$ cat config.mk
export PLATFORM = sky130hd
export DESIGN_NAME = count_sequencer
export DESIGN_NICKNAME = d
export VERILOG_FILES = /design/src/rtl/count_seq_pkg.sv /design/src/rtl/count_seq_table.sv /design/src/rtl/count_sequencer.sv
export SDC_FILE = /design/constraint.sdc
export NUM_CORES = 1
export LEC_CHECK = 0
export BUFFER_PORTS_ARGS = -buffer_cell sky130_fd_sc_hd__buf_2
export CORE_ASPECT_RATIO = 0.8
export CORE_MARGIN = 4
export CORE_UTILIZATION = 45
export CTS_CLUSTER_DIAMETER = 80
export DETAILED_ROUTE_END_ITERATION = 7
export PLACE_DENSITY_LB_ADDON = 0.1
export SLEW_MARGIN = 20
export SYNTH_ARGS = -nofsm -noshare
export SYNTH_HDL_FRONTEND = slang
export SYNTH_SLANG_ARGS = --single-unit
$ cat constraint.sdc
create_clock -name CLK -period 2 [get_ports CLK]
set_input_delay 0.4 -clock CLK [delete_from_list [all_inputs] [get_ports CLK]]
set_output_delay 0.4 -clock CLK [all_outputs]
set_load 0.03 [all_outputs]
$ cat src/rtl/count_seq_pkg.sv
// Shared definitions for the Count sequencer: state encoding and default sizing.
package count_seq_pkg;

  localparam int COUNT_SEQ_WL    = 8;
  localparam int COUNT_SEQ_STEPS = 4;

  localparam logic [1:0] ST_IDLE = 2'd0;
  localparam logic [1:0] ST_RUN  = 2'd1;
  localparam logic [1:0] ST_DONE = 2'd2;

  typedef enum logic [1:0] {
    IDLE = ST_IDLE,
    RUN  = ST_RUN,
    DONE = ST_DONE
  } state_e;

endpackage

$ cat src/rtl/count_seq_table.sv
// STEPS x WL period table: synchronous write, asynchronous read, cleared by reset.
module count_seq_table
  import count_seq_pkg::*;
#(
  parameter int WL    = COUNT_SEQ_WL,
  parameter int STEPS = COUNT_SEQ_STEPS,
  parameter int AW    = $clog2(STEPS)
) (
  input  logic          CLK,
  input  logic          RST_N,
  input  logic          we,
  input  logic [AW-1:0] addr,
  input  logic [WL-1:0] data,
  input  logic [AW-1:0] rd_addr,
  output logic [WL-1:0] rd_data
);

  logic [WL-1:0] mem_q [STEPS];

  logic wr_ok;
  logic rd_ok;

  // Indices past the last entry are dropped on write and read back as zero.
  assign wr_ok = we && (32'(addr) < STEPS);
  assign rd_ok = 32'(rd_addr) < STEPS;

  always_ff @(posedge CLK or negedge RST_N) begin
    if (!RST_N) begin
      for (int i = 0; i < STEPS; i++) begin
        mem_q[i] <= '0;
      end
    end else if (wr_ok) begin
      mem_q[addr] <= data;
    end
  end

  assign rd_data = rd_ok ? mem_q[rd_addr] : '0;

endmodule

$ cat src/rtl/count_sequencer.sv
// Steps one Count instance through a table of periods; define COUNT_SEQ_LOOP_EN
// to wrap back to entry 0 on the last step instead of ending the run.
module count_sequencer
  import count_seq_pkg::*;
#(
  parameter int WL    = COUNT_SEQ_WL,
  parameter int STEPS = COUNT_SEQ_STEPS,
  parameter int AW    = $clog2(STEPS)
) (
  input  logic          CLK,
  input  logic          RST_N,
  input  logic          start,
  input  logic          stop,
  input  logic          cfg_we,
  input  logic [AW-1:0] cfg_addr,
  input  logic [WL-1:0] cfg_data,
  input  logic          rst_flg,
  output logic [WL-1:0] C_P,
  output logic          EN,
  output logic [AW-1:0] step_idx,
  output logic          busy,
  output logic          done
);

  state_e        state_q, state_d;
  logic          en_q, en_d;
  logic [WL-1:0] cp_q, cp_d;
  logic [AW-1:0] idx_q, idx_d;
  logic          busy_q, busy_d;
  logic          done_q, done_d;
  logic          armed_q;

  logic          tbl_we;
  logic [AW-1:0] rd_addr;
  logic [WL-1:0] rd_data;
  logic          accept;
  logic          last_step;

  count_seq_table #(
    .WL   (WL),
    .STEPS(STEPS),
    .AW   (AW)
  ) u_table (
    .CLK    (CLK),
    .RST_N  (RST_N),
    .we     (tbl_we),
    .addr   (cfg_addr),
    .data   (cfg_data),
    .rd_addr(rd_addr),
    .rd_data(rd_data)
  );

  // Count holds its flag high while disabled, so the first flag after EN rises is stale.
  assign accept    = armed_q && en_q && rst_flg;
  assign last_step = (idx_q == AW'(STEPS - 1));

  always_comb begin
    state_d = state_q;
    en_d    = en_q;
    cp_d    = cp_q;
    idx_d   = idx_q;
    busy_d  = busy_q;
    done_d  = 1'b0;
    tbl_we  = 1'b0;
    rd_addr = '0;

    case (state_q)
      IDLE: begin
        en_d   = 1'b0;
        cp_d   = '0;
        busy_d = 1'b0;
        idx_d  = '0;
        tbl_we = cfg_we;
        if (start) begin
          state_d = RUN;
          en_d    = 1'b1;
          busy_d  = 1'b1;
          cp_d    = rd_data;
        end
      end

      RUN: begin
        if (stop) begin
          state_d = IDLE;
          en_d    = 1'b0;
          cp_d    = '0;
          busy_d  = 1'b0;
          idx_d   = '0;
        end else if (accept) begin
          if (!last_step) begin
            rd_addr = idx_q + 1'b1;
            idx_d   = idx_q + 1'b1;
            cp_d    = rd_data;
          end else begin
`ifdef COUNT_SEQ_LOOP_EN
            rd_addr = '0;
            idx_d   = '0;
            cp_d    = rd_data;
            done_d  = 1'b1;
`else
            state_d = DONE;
            en_d    = 1'b0;
            cp_d    = '0;
            busy_d  = 1'b0;
            done_d  = 1'b1;
`endif
          end
        end
      end

      DONE: begin
        state_d = IDLE;
        idx_d   = '0;
      end

      default: begin
        state_d = IDLE;
        en_d    = 1'b0;
        cp_d    = '0;
        busy_d  = 1'b0;
        idx_d   = '0;
      end
    endcase
  end

  always_ff @(posedge CLK or negedge RST_N) begin
    if (!RST_N) begin
      state_q <= IDLE;
      en_q    <= 1'b0;
      cp_q    <= '0;
      idx_q   <= '0;
      busy_q  <= 1'b0;
      done_q  <= 1'b0;
      armed_q <= 1'b0;
    end else begin
      state_q <= state_d;
      en_q    <= en_d;
      cp_q    <= cp_d;
      idx_q   <= idx_d;
      busy_q  <= busy_d;
      done_q  <= done_d;
      armed_q <= en_q;
    end
  end

  assign C_P      = cp_q;
  assign EN       = en_q;
  assign step_idx = idx_q;
  assign busy     = busy_q;
  assign done     = done_q;

endmodule
==> run summary <==
Clock transition at path regs: 0.08 ns
Worst flop-to-flop path startpoint: step_idx[0]
HP Class: in -> async
Post-Synth Simple-Gate Area: 14.3%
Slew @ Worst Pin: 0.606 ns
Worst clock skew: 0.00690 ns
Sink Count: 47
Buffers & Inverters on Critical Path: 0
Synth Area in XOR/XNOR: 0.413%
Post CTS Setup Buffer Count: 0
Peak Freq: 549 MHz
GRT Overall Usage: 16.5%
Hpwl dp: 3120 µm
Seq cells post-synth: 47
Rows: 22
Core area: 4570 µm²
Syn_nets: 181
Share of cells above drive strength 1: 40.7%
Largest net degree at the start of global routing: 26
Avg Cell Area, Syn: 12.9 µm²
Worst path top cell family by delay: compound AO/OA/AOI/OAI gates
Initial Util: 46.4%
Slowest stage cell on the critical path: dfrtp_1
Synth Area in Adders: 0.590%
FF-to-FF path depth: 5
Synth Cell Area: 2120 µm²
Post_cts resized: 0
FF-to-FF End: C_P[7]
RSZ-0062 raised after global routing: false
Max Root-Sink Buffers: 2
DRT Pass-1 Iters: 4
Worst setup EP type: register
CP startpoint: step_idx[0]
Commonest non-fill, non-tap cell in the layout: dfrtp_1
Final worst path period share: 91.2%
Leak pwr: 1.13 nW
Max-slew headroom: 59.6%
Area growth from synthesis to layout: 18.4%
CTS tree: yes
Max cap viols: 0
Area of the die: 5880 µm²
CP Launch Type: register
Post-synthesis compound-gate area fraction: 10.2%
Stages on worst setup path: 5
Overflow after GRT: 0
Worst-skew pair later-pin latency: 0.30 ns
Peak supply drop: 0.692 mV
Critical Path RT: 2.20 ns
RD Place Congestion: 0.731
Final count of hold timing violations: 0
Die Y-Extent: 69.4 µm
Cts hold-fix bufs: 0
Multiplexer share of the synthesized area: 17.9%
Post-route ant nets: 0
Final min period: 1.82 ns
Mapped Cells: 164
Power per cell area: 1040 nW/µm²
Met2 Use GR: 24.4%
IO Pins: 29
Initial antenna violation count: 0
GRT busiest layer: met2
Number of vias per cell: 5.39
Warnings, synthesis: 0
Crit path kind: reg -> reg
Most frequent cells in the layout: dfrtp_1 (47), mux2_2 (32), buf_2 (28)
Final setup violation count: 0
Setup_tns: 0 ns
Worst setup path endpoint: C_P[7]
Port-buffer cells: 28
Critical path, cell by cell: ha_1, nor2_1, o211a_1, o21ai_0, o31ai_1
Num CTS Buffers: 5
R2R Setup Slk: 0.18 ns
Vias in the first global route: 1,443
DR DRC count: 0
First-pass GRT wire length: 7510 µm
Final nets: 220
CP max FO: 8
Initial drt markers: 79
Crit-path max cell delay: 0.42 ns
Met1 GRT Util: 23.7%
Die X: 84.7 µm
DR vias: 1,424
Overall power: 2.62 mW
CP arrival: 2.02 ns
Main combinational cell family by area after synthesis: multiplexers
Seq/Total Area, Yosys: 55.5%
Root Driver: clkbuf_8
Pins Over Slew Limit: 0
H-Tree Depth: 2
Netlist cell types: 33
Routed wire per std cell: 16.8 µm
Antenna fix cells: 0
Total wire length: 4430 µm
Met3 Usage GRT: 5.23%
Outcome: finished, final reports clean
## worst min-delay path by stage
stage / from / cells after the start / end / slack (ns)
floorplan: RST_N / 0 / C_P[0] / 0.10
global placement: RST_N / 1 / done / 0.43
detailed placement: RST_N / 1 / done / 0.45
CTS: RST_N / 1 / u_table.mem_q[24] / 0.11
global route: RST_N / 1 / u_table.mem_q[8] / 0.13
finish: RST_N / 1 / done / 0.10
## per-stage QoR
step	hold slack, ns	std cells	worst slack (ns)	util [%]	area, µm²
3_5_place_dp	0.446	256	0.185	52.0	2380
5_1_grt	0.129	264	0.0585	54.9	2510
4_1_cts	0.114	264	0.169	54.9	2510
3_3_place_gp	0.428	256	0.213	52.0	2380
2_1_floorplan	0.104	164	0.190	-	2120
6_report	0.104	264	0.177	54.9	2510
## cell type report
type,count,area [µm²]
clock buffer,6,72.6
tap,60,75.1
multi-input combinational,114,921
fill,420,2060
timing repair buffer,35,205
sequential,47,1180
clock inverter,2,60.1
## state kept, by name (all words and copies together), names as in the netlist
register and flops:
state_q 2, u_table.mem_q 32, step_idx 2, done 1
C_P 8, busy 1, armed_q 1
## worst register-to-register path: cells and delay by family, from the launching register on
family          cells  cell delay, ns
compound gates      3            0.75
fa+ha+maj           1            0.24
flops               1            0.42
simple gates        1            0.32
## power by group
part           internal (mW)  switching, mW
sequential              1.18          0.125
combinational          0.250          0.253
clock                  0.500          0.316
## Yosys cell counts
cell type	instances	area, µm²
a211oi_1	7	52.6
a21oi_1	2	10.0
and3_1	8	50.1
and4b_1	1	10.0
buf_4	1	7.51
buf_6	1	11.3
clkbuf_1	1	3.75
dfrtp_1	47	1180
ha_1	1	12.5
mux2_2	32	360
mux2i_1	2	20.0
nand2_1	13	48.8
nand2_2	1	6.26
nand2b_1	2	12.5
nand3_1	1	5.00
nand3b_1	1	7.51
nand4_1	2	12.5
nand4b_1	1	8.76
nand4b_2	1	15.0
nor2_1	12	45.0
nor2_4	1	11.3
nor3_4	1	16.3
nor3b_4	2	37.5
o211a_1	1	10.0
o21ai_0	6	30.0
o21ai_1	3	15.0
o21ai_2	1	8.76
o2bb2ai_1	1	8.76
o2bb2ai_4	1	27.5
o31ai_1	7	52.6
or3b_1	1	8.76
or3b_2	1	8.76
xnor2_1	1	8.76
## routing by layer
layer / vias to the layer above / wire length [µm] / share of wire [%]
li1: 689 / - / -
met1: 703 / 2130 / 48
met2: 30 / 2030 / 46
met3: 2 / 255 / 5.8
met4: 0 / 19 / 0.43
met5: - / 0 / 0
## cell families (layout without fill, tap and decap cells)
logic type | after synthesis | after routing
and+or+nand+nor | 49 | 49
DFF | 47 | 47
muxes | 34 | 34
AOI/OAI and AO/OA | 29 | 29
buffers and inverters | 3 | 43
adders and majority gates | 1 | 1
xor gates and xnor gates | 1 | 1
Power figures use the tool's default switching activity.
